[src/rtl/jtag_ahb_master_ctrl_if.sv]
// AHB-Lite bus bundle between the JTAG debug master sequencer and the system fabric.
interface jtag_ahb_master_ctrl_if #(
    parameter int ADDR_W = 32,
    parameter int DATA_W = 32
) ();
    logic [ADDR_W-1:0] HADDR;
    logic [1:0]        HTRANS;
    logic              HWRITE;
    logic [2:0]        HSIZE;
    logic [2:0]        HBURST;
    logic [DATA_W-1:0] HWDATA;
    logic [DATA_W-1:0] HRDATA;
    logic              HREADY;
    logic              HRESP;

    modport master (
        output HADDR, HTRANS, HWRITE, HSIZE, HBURST, HWDATA,
        input  HRDATA, HREADY, HRESP
    );

    modport slave (
        input  HADDR, HTRANS, HWRITE, HSIZE, HBURST, HWDATA,
        output HRDATA, HREADY, HRESP
    );
endinterface

[src/rtl/jtag_ahb_master_ctrl.sv]
// Single-transfer AHB-Lite master for the JTAG debug path: one NONSEQ SINGLE per
// request, with wait-state counting, error capture and auto-incrementing address.
module jtag_ahb_master_ctrl #(
    parameter int ADDR_W = 32,
    parameter int DATA_W = 32,
    parameter int WAIT_W = 8
) (
    input  logic                CLK,
    input  logic                nRST,
    input  logic                ahb_enable,
    input  logic [ADDR_W-1:0]   cmd_addr,
    input  logic                cmd_incr,
    input  logic                cmd_write,
    input  logic [2:0]          cmd_size,
    input  logic [DATA_W-1:0]   cmd_wdata,
    output logic                ack,
    output logic                busy,
    output logic [DATA_W-1:0]   rdata,
    output logic                err,
    output logic [WAIT_W-1:0]   wait_cnt,
    jtag_ahb_master_ctrl_if.master ahb
);

    typedef enum logic [1:0] {
        ST_IDLE = 2'b00,
        ST_ADDR = 2'b01,
        ST_DATA = 2'b10,
        ST_ACK  = 2'b11
    } state_t;

    state_t              state_r;
    state_t              state_s;
    logic [ADDR_W-1:0]   next_addr_r;
    logic [DATA_W-1:0]   wdata_r;
    logic                skip_r;
    logic [ADDR_W-1:0]   addr_s;
    logic                misalign_s;

    function automatic logic misaligned(input logic [1:0] a_lo, input logic [2:0] sz);
        case (sz)
            3'd0:    return 1'b0;
            3'd1:    return a_lo[0];
            3'd2:    return a_lo[1] | a_lo[0];
            default: return 1'b1;
        endcase
    endfunction

    function automatic logic [WAIT_W-1:0] sat_inc(input logic [WAIT_W-1:0] v);
        if (v == {WAIT_W{1'b1}}) return v;
        else                     return v + WAIT_W'(1);
    endfunction

    // Command address selection and alignment check
    always_comb begin
        if (cmd_incr) addr_s = next_addr_r;
        else          addr_s = cmd_addr;
        misalign_s = misaligned(addr_s[1:0], cmd_size);
    end

    // State register
    always_ff @(posedge CLK or negedge nRST) begin
        if (!nRST) state_r <= ST_IDLE;
        else       state_r <= state_s;
    end

    // Next-state logic; a rejected command still spends one cycle in ADDR
    // without driving NONSEQ so completion timing is uniform.
    always_comb begin
        state_s = state_r;
        case (state_r)
            ST_IDLE: begin
                if (ahb_enable) state_s = ST_ADDR;
                else            state_s = ST_IDLE;
            end
            ST_ADDR: begin
                if (skip_r)          state_s = ST_ACK;
                else if (ahb.HREADY) state_s = ST_DATA;
                else                 state_s = ST_ADDR;
            end
            ST_DATA: begin
                if (ahb.HREADY) state_s = ST_ACK;
                else            state_s = ST_DATA;
            end
            ST_ACK:  state_s = ST_IDLE;
            default: state_s = ST_IDLE;
        endcase
    end

    assign ack        = (state_r == ST_ACK);
    assign busy       = (state_r != ST_IDLE);
    assign ahb.HBURST = 3'b000;

    // Bus outputs, status and address tracking
    always_ff @(posedge CLK or negedge nRST) begin
        if (!nRST) begin
            ahb.HADDR   <= {ADDR_W{1'b0}};
            ahb.HTRANS  <= 2'b00;
            ahb.HWRITE  <= 1'b0;
            ahb.HSIZE   <= 3'b000;
            ahb.HWDATA  <= {DATA_W{1'b0}};
            rdata       <= {DATA_W{1'b0}};
            err         <= 1'b0;
            wait_cnt    <= {WAIT_W{1'b0}};
            next_addr_r <= {ADDR_W{1'b0}};
            wdata_r     <= {DATA_W{1'b0}};
            skip_r      <= 1'b0;
        end else begin
            case (state_r)
                ST_IDLE: begin
                    if (ahb_enable) begin
                        wait_cnt <= {WAIT_W{1'b0}};
                        err      <= misalign_s;
                        skip_r   <= misalign_s;
                        wdata_r  <= cmd_wdata;
                        if (!misalign_s) begin
                            ahb.HTRANS <= 2'b10;
                            ahb.HADDR  <= addr_s;
                            ahb.HWRITE <= cmd_write;
                            ahb.HSIZE  <= cmd_size;
                        end
                    end
                end
                ST_ADDR: begin
                    if (!skip_r) begin
                        if (ahb.HREADY) begin
                            ahb.HTRANS <= 2'b00;
                            if (ahb.HWRITE) ahb.HWDATA <= wdata_r;
                        end else begin
                            wait_cnt <= sat_inc(wait_cnt);
                        end
                    end
                end
                ST_DATA: begin
                    if (ahb.HREADY) begin
                        err <= ahb.HRESP;
                        if (!ahb.HRESP) begin
                            if (!ahb.HWRITE) rdata <= ahb.HRDATA;
                            next_addr_r <= ahb.HADDR + (ADDR_W'(1) << ahb.HSIZE);
                        end
                    end else begin
                        wait_cnt <= sat_inc(wait_cnt);
                    end
                end
                default: ;
            endcase
        end
    end

endmodule

[src/flat_wrapper.sv]
// flat-port wrapper written by rule: the top's interface ports become plain ports
module jtag_ahb_master_ctrl_flat 
#(
    parameter int ADDR_W = 32,
    parameter int DATA_W = 32,
    parameter int WAIT_W = 8
)
  (CLK, nRST, ahb_enable, cmd_addr, cmd_incr, cmd_write, cmd_size, cmd_wdata, ack, busy, rdata, err, wait_cnt, ahb_HADDR, ahb_HTRANS, ahb_HWRITE, ahb_HSIZE, ahb_HBURST, ahb_HWDATA, ahb_HRDATA, ahb_HREADY, ahb_HRESP);
  jtag_ahb_master_ctrl_if #(.ADDR_W(ADDR_W), .DATA_W(DATA_W)) ahb_i ();
  input  logic CLK;
  input  logic nRST;
  input  logic ahb_enable;
  input  logic [ADDR_W-1:0] cmd_addr;
  input  logic cmd_incr;
  input  logic cmd_write;
  input  logic [2:0] cmd_size;
  input  logic [DATA_W-1:0] cmd_wdata;
  output logic ack;
  output logic busy;
  output logic [DATA_W-1:0] rdata;
  output logic err;
  output logic [WAIT_W-1:0] wait_cnt;
  output wire logic [$bits(ahb_i.HADDR)-1:0] ahb_HADDR;
  output wire logic [$bits(ahb_i.HTRANS)-1:0] ahb_HTRANS;
  output wire logic [$bits(ahb_i.HWRITE)-1:0] ahb_HWRITE;
  output wire logic [$bits(ahb_i.HSIZE)-1:0] ahb_HSIZE;
  output wire logic [$bits(ahb_i.HBURST)-1:0] ahb_HBURST;
  output wire logic [$bits(ahb_i.HWDATA)-1:0] ahb_HWDATA;
  input wire logic [$bits(ahb_i.HRDATA)-1:0] ahb_HRDATA;
  input wire logic [$bits(ahb_i.HREADY)-1:0] ahb_HREADY;
  input wire logic [$bits(ahb_i.HRESP)-1:0] ahb_HRESP;
  assign ahb_HADDR = ahb_i.HADDR;
  assign ahb_HTRANS = ahb_i.HTRANS;
  assign ahb_HWRITE = ahb_i.HWRITE;
  assign ahb_HSIZE = ahb_i.HSIZE;
  assign ahb_HBURST = ahb_i.HBURST;
  assign ahb_HWDATA = ahb_i.HWDATA;
  assign ahb_i.HRDATA = ahb_HRDATA;
  assign ahb_i.HREADY = ahb_HREADY;
  assign ahb_i.HRESP = ahb_HRESP;
  jtag_ahb_master_ctrl #(.ADDR_W(ADDR_W), .DATA_W(DATA_W), .WAIT_W(WAIT_W)) u_core (.CLK(CLK), .nRST(nRST), .ahb_enable(ahb_enable), .cmd_addr(cmd_addr), .cmd_incr(cmd_incr), .cmd_write(cmd_write), .cmd_size(cmd_size), .cmd_wdata(cmd_wdata), .ack(ack), .busy(busy), .rdata(rdata), .err(err), .wait_cnt(wait_cnt), .ahb(ahb_i));
endmodule
[config.mk]
export PLATFORM = sky130hd
export DESIGN_NAME = jtag_ahb_master_ctrl_flat
export DESIGN_NICKNAME = d
export VERILOG_FILES = /design/src/rtl/jtag_ahb_master_ctrl_if.sv /design/src/rtl/jtag_ahb_master_ctrl.sv /design/src/flat_wrapper.sv
export SDC_FILE = /design/constraint.sdc
export NUM_CORES = 1
export LEC_CHECK = 0
export ABC_AREA = 1
export BUFFER_PORTS_ARGS = -buffer_cell sky130_fd_sc_hd__buf_4
export CAP_MARGIN = 20
export CORE_MARGIN = 2
export CORE_UTILIZATION = 53
export CTS_BUF_LIST = sky130_fd_sc_hd__clkbuf_16
export DETAILED_ROUTE_END_ITERATION = 16
export GPL_TIMING_DRIVEN = 0
export PLACE_DENSITY_LB_ADDON = 0.3
export SLEW_MARGIN = 10
export SYNTH_ARGS = -nofsm -noshare
export SYNTH_HDL_FRONTEND = slang
export SYNTH_SLANG_ARGS = --single-unit
export TNS_END_PERCENT = 20
[constraint.sdc]
create_clock -name CLK -period 2.3 [get_ports CLK]
set_input_delay 0.23 -clock CLK [delete_from_list [all_inputs] [get_ports CLK]]
set_output_delay 0.23 -clock CLK [all_outputs]
set_load 0.01 [all_outputs]
# After elaboration in Yosys (flattened, before gate mapping)
# Index checks and enable logic that the tools add are counted.
# W data, S select, Z words.
[op_classes]
mux = 20
bitwise = 5
n_reduce_logical = 14
n_eq_ne = 11
shift = 1
n_addsub = 2
[op_table]
columns = ["operator", "count"]
rows = [
  ["$add A32 B32 Y32", 1],
  ["$mux W32", 1],
  ["$mux W8", 4],
  ["$shl A1 B3 Y32 const A", 1],
  ["$pmux W8 S3", 1],
  ["$mux W2", 6],
  ["$reduce_and A3 Y1", 4],
  ["$ne A2 B2 Y1 const B", 5],
  ["$add A8 B1 Y8 const B", 1],
  ["$eq A8 B8 Y1 const B", 1],
  ["$pmux W2 S4", 1],
  ["$reduce_and A4 Y1", 2],
  ["$reduce_bool A2 Y1", 3],
  ["$reduce_and A5 Y1", 1],
  ["$eq A2 B2 Y1 const B", 2],
  ["$mux W1", 4],
  ["$not A1 Y1", 4],
  ["$pmux W2 S2", 1],
  ["$eq A3 B1 Y1 const B", 1],
  ["$eq A3 B2 Y1 const B", 1],
  ["$logic_not A3 Y1", 1],
  ["$pmux W1 S3", 1],
  ["$reduce_bool A3 Y1", 1],
  ["$eq A2 B1 Y1 const B", 1],
  ["4 further kinds", 4],
]
[word_totals]
out_inout_bits = 116
input_bits = 106
word_cells = 65
register_bits = 178

# Depth between registers and ports, before layout
# Gate-level depths: netlist (run 1).
[logic_depth]
word_depth = 6
mapped_depth = 14
depth_no_buf = 13

# Worst setup path before layout (run 1)
# No wires, ideal clock.
[synth_path]
path_type = "reg2reg"
from = "reg u_core.ahb.HSIZE[0]"
to = "reg u_core.next_addr_r[28]"
n_path_buf = 0
stages_incl_launch_ff = 13
t_arrival_ns = 1.878
setup_ns = 0.117
required_time_ns = 2.183
period_less_slack_ns = 1.996
setup_slack_ns = 0.304
path_cell_list = "dfrtp_1 inv_1 nor3_1 fa_1 nand2_1 a21oi_1 nand3_1 nand2_1 nand2_1 nand2_1 nand2_1 nand2_1 nand2_1"
[synth_between]
elab_chain_len = 2
[synth_rtl]
columns = ["element", "line", "text"]
rows = [
  ["start: declaration", "jtag_ahb_master_ctrl_if.sv:17", "output HADDR, HTRANS, HWRITE, HSIZE, HBURST, HWDATA,"],
  ["start signal: assignment", "jtag_ahb_master_ctrl.sv:119", "ahb.HSIZE <= cmd_size;"],
  ["$shl A1 B3 Y32", "jtag_ahb_master_ctrl.sv:138", "next_addr_r <= ahb.HADDR + (ADDR_W'(1) << ahb.HSIZE);"],
  ["$add A32 B32 Y32", "jtag_ahb_master_ctrl.sv:138", ""],
  ["end signal: assignment", "jtag_ahb_master_ctrl.sv:104", "next_addr_r <= {ADDR_W{1'b0}};"],
  ["end signal: assignment", "jtag_ahb_master_ctrl.sv:138", ""],
  ["end: declaration", "jtag_ahb_master_ctrl.sv:33", "logic [ADDR_W-1:0] next_addr_r;"],
]
# Every way passes these cells.
# A chain may end at the register's enable or synchronous reset.

# Final worst setup path (run 1)
[layout_path]
from = "reg u_core.ahb.HSIZE[0]"
to = "reg u_core.next_addr_r[23]"
# The elaborated chain is that of the path after synthesis.

==> impl_results.md, run 1 <==
- Global-route wire length before repair: 37,400 um
- Final WL: 22,800 um
- Commonest non-fill, non-tap cell in the layout: nand2_1
- Mapped cell area: 8640 sq um
- # setup viols final: 0
- Vias in the first global route: 7,514
- Initial antenna violation count: 0
- Crit-path cells: inv_2, nor3_1, ha_1, nand2_1, inv_1, a21oi_1, nand2_1, nand2_1, nand2_1, nand2_1, nand2_1, nand3_1, nand2_1
- Netlist cell types: 43
- DPL Wire Length: 16,500 um
- Syn avg cell area: 8.89 sq um
- Synth Area in Adders: 0.0211
- Max stage delay on crit path: 0.44 ns
- Crit Path Category: reg -> reg
- Row cnt: 46
- Setup TNS: 0 ns
- Ant. Diodes: 0
- Worst-Margin Slew: 0.667 ns
- Die width: 132 um
- Post-route DRC: 0
- Fmax: 467 MHz
- CTS buffer count: 17
- Vias per std cell: 5.19
- Worst hold slack: 0.0230 ns
- Fin. max-slew vios: 0
- Worst EP arrival: 2.46 ns
- Number of port buffers: 216
- TritonCTS clock tree: built
- Overflow after GRT: 0
- Crit start category: register
- Register clock-pin slew on the reported worst setup and hold paths: 0.07 ns
- Cells after Synth: 972
- GRT Resource Usage Total: 0.269
- Root Buffer: clkbuf_16
- Initial core utilization: 0.544
- Routed vias: 7,480
- Complex-gate fraction of the synthesized area: 0.126
- Most used cell, CP: nand2_1
- Post-route core utilization: 0.711
- Hold crit path type: in -> reg
- Sequential share of the synthesized area: 0.513
- Fillcell total: 1,284
- Yosys reg bits: 177
- Routability cong.: 0.934
- Yosys top cell area share: 0.513
- DRT antenna net count: 0
- Die Ht: 132 um
- Nets@finish: 1,333
- Leak pwr: 5.82 nW
- Longest Clk Path Bufs: 2
- Fin crit share: 0.930
- CP endpoint kind: register
- Pwr dens: 1250 nW/um^2
- Setup Skew: 0.00978 ns
- Synth area leader: dfrtp_1
- Core area: 15,900 sq um
- Most frequent cells in the layout: nand2_1, buf_4, dfrtp_1
- Final Hold Fails: 0
- Critical path fanouts, max: 6
- Worst slew margin: 0.555
- Minimum clock period: 2.14 ns
- Max Cap Violations: 0
- WP data required: 2.62 ns
- Drt wl/cell: 15.8 um
- XOR/XNOR Fraction of Synth Area: 0.00709
- DRT Pass-1 Iters: 5
- Area growth syn-to-layout: 30.8%
- Post-Layout Cell Count: 1,442
- Status: completed
- Placed cells: 1,408
- CTS HTree Levels: 4
- Syn. warnings: 0
- Share of layout cells above drive strength 1: 0.326
- Simple-Gate Fraction of Synth Area: 0.211
- Largest cells by area after synthesis: dfrtp_1, nand2_1, inv_1
- Tot Pwr: 14.2 mW
- Multiplexer share of the synthesized area: 0.0429
- Maximum VDD drop: 0.707 mV
- Largest family of logic cells by synthesized area: simple AND/OR/NAND/NOR gates
- Clk sinks: 177
- Post-CTS setup buffers: 0
- CP max stage cell: dfrtp_2
- Iteration-0 DRC Markers: 526
- Largest net degree at the start of global routing: 94
- I/O Pins: 222
- Later-pin clock latency in the skew report: 0.43 ns
- Die area: 17,300 sq um
[final timing paths]
path                                                     from                            endpoint  slack (ns)  cells after the start
max in group asynchronous                                nRST   u_core.ahb.HWDATA[26]$_DFFE_PN0P_        1.00                      3
max reg2reg                   u_core.ahb.HSIZE[0]$_DFFE_PN0P_  u_core.next_addr_r[23]$_DFFE_PN0P_        0.16                     13
min in group asynchronous                                nRST     u_core.ahb.HADDR[5]$_DFFE_PN0P_        0.40                      2
min reg2reg                u_core.next_addr_r[22]$_DFFE_PN0P_  u_core.next_addr_r[22]$_DFFE_PN0P_        0.48                      2
max                           u_core.ahb.HSIZE[0]$_DFFE_PN0P_  u_core.next_addr_r[23]$_DFFE_PN0P_        0.16                     13
min                                             ahb_HRDATA[4]         u_core.rdata[4]$_DFFE_PN0P_        0.02                      2
[critical path, delay by kind of cell, from the launching register on]
kind | cells | cell delay [ns]
flops | 1 | 0.44
fa+ha+maj | 1 | 0.32
buf+inv | 2 | 0.14
simple gates | 9 | 1.01
compound gates | 1 | 0.13
[final cells by class]
cell class	count	area, sq um	area share
buffer	42	258	0.0228
clock buffer	17	425	0.0376
clock inverter	15	205	0.0182
inverter	113	432	0.0382
multi-input combinational	643	3600	0.319
sequential	177	4430	0.392
tap	216	270	0.0239
timing repair buffer	219	1680	0.148
[power by group]
part / total [mW] / internal, mW / switching (mW)
sequential: 5.52 / 4.54 / 0.985
combinational: 5.50 / 2.58 / 2.92
clock: 3.13 / 1.84 / 1.29
[what timing repair did]
item	4_1_cts	5_1_grt
hold buffers	2	0
setup endpoints to repair	4	57
gates resized for setup	2	22
pin swaps	0	1
gates cloned	0	0
endpoints found under the hold margin	85	0
[sequential cells by signal, indices dropped and copies added (netlist names), named ones only]
name                cells
u_core.next_addr_r     32
u_core.ahb.HWDATA      32
u_core.ahb.HSIZE        3
u_core.rdata           32
u_core.wdata_r         32
u_core.skip_r           1
u_core.state_r          1
u_core.err              1
u_core.wait_cnt         8
u_core.ahb.HWRITE       1
u_core.ahb.HADDR       32
u_core.ahb.HTRANS       1
[routing by layer]
layer | global-route usage | vias up | part of all wire
met5 | 0 | - | 0
met4 | 0.0833 | 0 | 0.019
met3 | 0.0733 | 37 | 0.068
met2 | 0.465 | 244 | 0.51
met1 | 0.327 | 3588 | 0.40
li1 | - | 3611 | -
[synthesized netlist by cell type, drive strengths merged]
cell    number
nor3        17
nand4        7
mux2i        1
nor4         1
buf         19
conb         1
ha          13
fa           1
nand3b       3
and2         1
xnor2        5
a31oi        3
a21o         1
nand3       59
dfrtp      177
clkbuf      23
a21oi       36
or2         30
o21bai       2
nand2      238
xor2         2
inv        113
o21ai       96
o211ai      25
nor2        66
mux2        32
[kinds of logic after synthesis]
family          count (synthesis)
compound gates                163
xor+xnor                        7
fa+ha+maj                      14
buf+inv                       155
flops                         177
mux                            33
other cells                     1
simple gates                  422
[per-stage QoR]
stage | setup WS (ns) | instance area (sq um)
finish | 0.160 | 11300
global route | -0.0211 | 11300
CTS | 0.0137 | 11200
detailed placement | -0.0650 | 10600
global placement | -0.117 | 10500
floorplan | 0.304 | 8650
Note: power is estimated with default switching activity, not from simulation.
==> run 2: changes to the inputs <==
--- a/config.mk
+++ b/config.mk
@@ -5,7 +5,6 @@
 export SDC_FILE = /design/constraint.sdc
 export NUM_CORES = 1
 export LEC_CHECK = 0
-export ABC_AREA = 1
 export BUFFER_PORTS_ARGS = -buffer_cell sky130_fd_sc_hd__buf_4
 export CAP_MARGIN = 20
 export CORE_MARGIN = 2
==> run 2 against run 1 <==
  * The flow now finishes with violations (setup timing)
  * Critical path type unchanged
  * Combinational power fell by 4.7%
  * First-iteration DRC count is 42% lower
  * Clock-buffer cell count did not move
  * Clock skew is 0.0015 ns lower
  * Largest power group unchanged
  * Register-to-register slack worse by 0.42 ns
  * Critical path depth decreased by 4
  * Sequential cell count did not move
==> impl_results.md, run 2 <==
- Status: finished with violations
- Failing checks: setup timing
- Global-route wire length before repair: 32,400 um (-13%)
- Overflow after GRT: 0 (unchanged)
- I/O Pins: 222 (unchanged)
- Comb pwr share: 0.388 (about the same)
- Vias in the first global route: 6,369 (-15%)
- Syn. warnings: 0 (unchanged)
- Sequential fraction of design power: 0.416 (+0.026)
- Final Hold Fails: 0 (unchanged)
- Synth area leader: dfrtp_1
- Core area: 15,000 sq um (-5.4%)
- DRT antenna net count: 0 (unchanged)
- Worst hold slack: 0.0333 ns (+0.0103 ns)
- Initial core utilization: 0.536 (-0.00820)
- Commonest non-fill, non-tap cell in the layout: buf_4
- Fin. max-slew vios: 0 (unchanged)
- Largest net degree at the start of global routing: 90 (-4.3%)
- GRT Resource Usage Total: 0.255 (-0.0136)
- TritonCTS clock tree: built
- Routability cong.: 0.838 (-10%)
- CP endpoint kind: register
- Fin crit share: 1.12 (+0.185)
- Worst slew margin: 0.388 (-0.167)
- Drt wl/cell: 18.2 um (+15%)
- Mapped cell area: 8060 sq um (-6.8%)
- Iteration-0 DRC Markers: 305 (-42%)
- Hold crit path type: in -> reg
- CP top delay family: simple AND/OR/NAND/NOR gates
- Complex-gate fraction of the synthesized area: 0.104 (-0.0221)
- Post-route DRC: 0 (unchanged)
- Worst-Margin Slew: 0.918 ns (+0.251 ns)
- Worst EP arrival: 2.92 ns (+0.46 ns)
- Crit start category: register
- Synth Area in Adders: 0.0227 (+0.00154)
- Row cnt: 45 (-2.2%)
- XOR/XNOR Fraction of Synth Area: 0.0272 (+0.0201)
- Largest cells by area after synthesis: dfrtp_1, mux2_2, o21ai_0
- Post-route core utilization: 0.736 (+0.0241)
- Sequential share of the synthesized area: 0.550 (+0.0373)
- DRT Pass-1 Iters: 5 (unchanged)
- EDFF count, synth: 0 (unchanged)
- Clk sinks: 177 (unchanged)
- CP max stage cell: or4b_4
- Initial antenna violation count: 0 (unchanged)
- Switch share: 0.349 (-0.0182)
- Int Pwr: 8.78 mW (-1.9%)
- Crit Path Category: reg -> reg
- Final WL: 20,900 um (-8.5%)
- Leak pwr: 5.22 nW (-10%)
- Pwr dens: 1220 nW/um^2 (-2.6%)
- Most frequent cells in the layout: buf_4, dfrtp_1, mux2_2
- # setup viols final: 26 (+26)
- Nets@finish: 1,066 (-20%)
- Later-pin clock latency in the skew report: 0.42 ns (about the same)
- Area growth syn-to-layout: 37.3%
- Die width: 127 um (-3.4%)
- Net Switching: 4.72 mW (-9.4%)
- CTS buffer count: 17 (unchanged)
- WP data required: 2.66 ns (+0.04 ns)
- Synth Flop Type: dfrtp_1
- Multiplexer share of the synthesized area: 0.179 (+0.137)
- Routed vias: 6,325 (-15%)
- Largest family of logic cells by synthesized area: multiplexers
- Clk pwr share: 0.196 (-0.025)
- Ant. Diodes: 0 (unchanged)
- CTS HTree Levels: 4 (unchanged)
- Share of layout cells above drive strength 1: 0.457 (+0.130)
- Final Cell Area: 11,100 sq um (-2.2%)
- Top cells by count, synth: dfrtp_1, mux2_2, nand2_1
- Buf+Inv Stages, Crit Path: 2 (unchanged)
- Die Ht: 127 um (-3.4%)
- Maximum VDD drop: 0.733 mV (+3.7%)
- Max Cap Violations: 0 (unchanged)
- Vias per std cell: 5.51 (+6.3%)
- Simple-Gate Fraction of Synth Area: 0.0879 (-0.123)
- Setup Skew: 0.00829 ns (-0.00149 ns)
- Yosys top cell area share: 0.550 (+0.0373)
- Count leader, synth: dfrtp_1
- Cell Area, Placed: 10,000 sq um (-5.3%)
- Number of port buffers: 216 (unchanged)
- Register clock-pin slew on the reported worst setup and hold paths: 0.07 ns (about the same)
- Crit-path cells: clkbuf_16, and3b_1, ha_4, o211ai_1, or3b_4, buf_6, and2_4, or4b_4, nand3_2
- Max stage delay on crit path: 0.48 ns (+0.04 ns)
- Die area: 16,200 sq um (-6.6%)
- Minimum clock period: 2.56 ns (+0.424 ns)
- RSZ-0062 raised after global routing: yes
- Yosys reg bits: 177 (unchanged)
- Worst setup margin: -0.265 ns (-0.424 ns)
- Tot Pwr: 13.5 mW (-4.7%)
- Cells after Synth: 681 (-30%)
- Syn avg cell area: 11.8 sq um (+33%)
- Fillcell total: 1,042 (-19%)
- Critical path fanouts, max: 6 (unchanged)
- Root Buffer: clkbuf_16
- Fmax: 390 MHz (-17%)
- Netlist cell types: 56 (+30%)
- Longest Clk Path Bufs: 2 (unchanged)
- FFs w/ async S/R, synth: 1.00 (unchanged)
- DPL Wire Length: 14,200 um (-14%)
[run 2: cell types whose count changed after synthesis, sizes merged, moves of 16 or more]
| cell | before | now |
|---|---|---|
| o211ai | 25 | 4 |
| mux2i | 1 | 33 |
| nor2 | 66 | 6 |
| xnor2 | 5 | 21 |
| inv | 113 | 11 |
| mux2 | 32 | 99 |
| a21oi | 36 | 9 |
| nand2 | 238 | 91 |
| o21ai | 96 | 74 |
| nor3 | 17 | 1 |
| nand3 | 59 | 10 |
| or2 | 30 | 3 |
[run 2: worst paths after layout]
check	startpoint	end	slack (ns)	cells past startpoint
worst max-delay path	u_core.ahb.HSIZE[0]$_DFFE_PN0P_	u_core.next_addr_r[27]$_DFFE_PN0P_	-0.26	9
worst min-delay path	cmd_wdata[22]	u_core.wdata_r[22]$_DFFE_PN0P_	0.03	2
worst max register to register	u_core.ahb.HSIZE[0]$_DFFE_PN0P_	u_core.next_addr_r[27]$_DFFE_PN0P_	-0.26	9
worst min register to register	u_core.next_addr_r[29]$_DFFE_PN0P_	u_core.next_addr_r[29]$_DFFE_PN0P_	0.48	2
max in group asynchronous	nRST	u_core.ahb.HADDR[1]$_DFFE_PN0P_	1.06	3
min in group asynchronous	nRST	u_core.ahb.HADDR[9]$_DFFE_PN0P_	0.39	2
[run 2: worst register-to-register path, stage by stage (launching register included)]
cell,delay (ns)
dfrtp_2,0.44
clkbuf_16,0.16
and3b_1,0.21
ha_4,0.28
o211ai_1,0.12
or3b_4,0.43
buf_6,0.15
and2_4,0.16
or4b_4,0.48
nand3_2,0.08
[run 2: per-stage QoR]
step	std cells	setup slack [ns]	TNS, ns
after floorplan	684	-0.139	-0.624
after global placement	1088	-0.422	-26.13
after detailed placement	1089	-0.456	-18.32
after CTS	1136	-0.205	-2.67
after global routing	1147	-0.328	-10.27
final	1147	-0.265	-3.84
[run 2: layout make-up]
type | count | area, sq um | share of cell area
plain buffers | 40 | 231 | 0.0209
clock buffers | 17 | 425 | 0.0385
clock inverters | 15 | 108 | 0.00973
inverters | 11 | 41.3 | 0.00373
multi-input cells | 456 | 3690 | 0.334
flip-flops and latches | 177 | 4430 | 0.401
well taps | 188 | 235 | 0.0213
repair buffers | 243 | 1890 | 0.171
[run 2: kinds of logic after synthesis]
kind of cell    Yosys count
flops                   177
simple gates            149
compound gates          132
mux                     132
buf+inv                  51
xor+xnor                 25
fa+ha+maj                14
other cells               1
[run 2: what timing repair did]
item	4_1_cts	5_1_grt
pin swaps	11	15
hold buffers	1	0
gates cloned	2	1
buffers inserted	12	11
endpoints found under the hold margin	88	0
setup endpoints to repair	87	97
gates resized for setup	51	27
[run 2: layer usage]
layer / part of all wire / GRT usage
met1: 0.39 / 0.312
met2: 0.50 / 0.423
met3: 0.076 / 0.0871
met4: 0.027 / 0.0918
met5: 0 / 0
[run 2: power by group through the flow]
stage	clock network [mW]	registers [mW]	logic, mW
3_5_place_dp	0	5.61	4.86
6_report	2.64	5.62	5.24
2_1_floorplan	0	5.76	2.30
3_3_place_gp	0	5.53	4.72
5_1_grt	2.81	5.79	5.68
4_1_cts	2.69	5.60	5.07
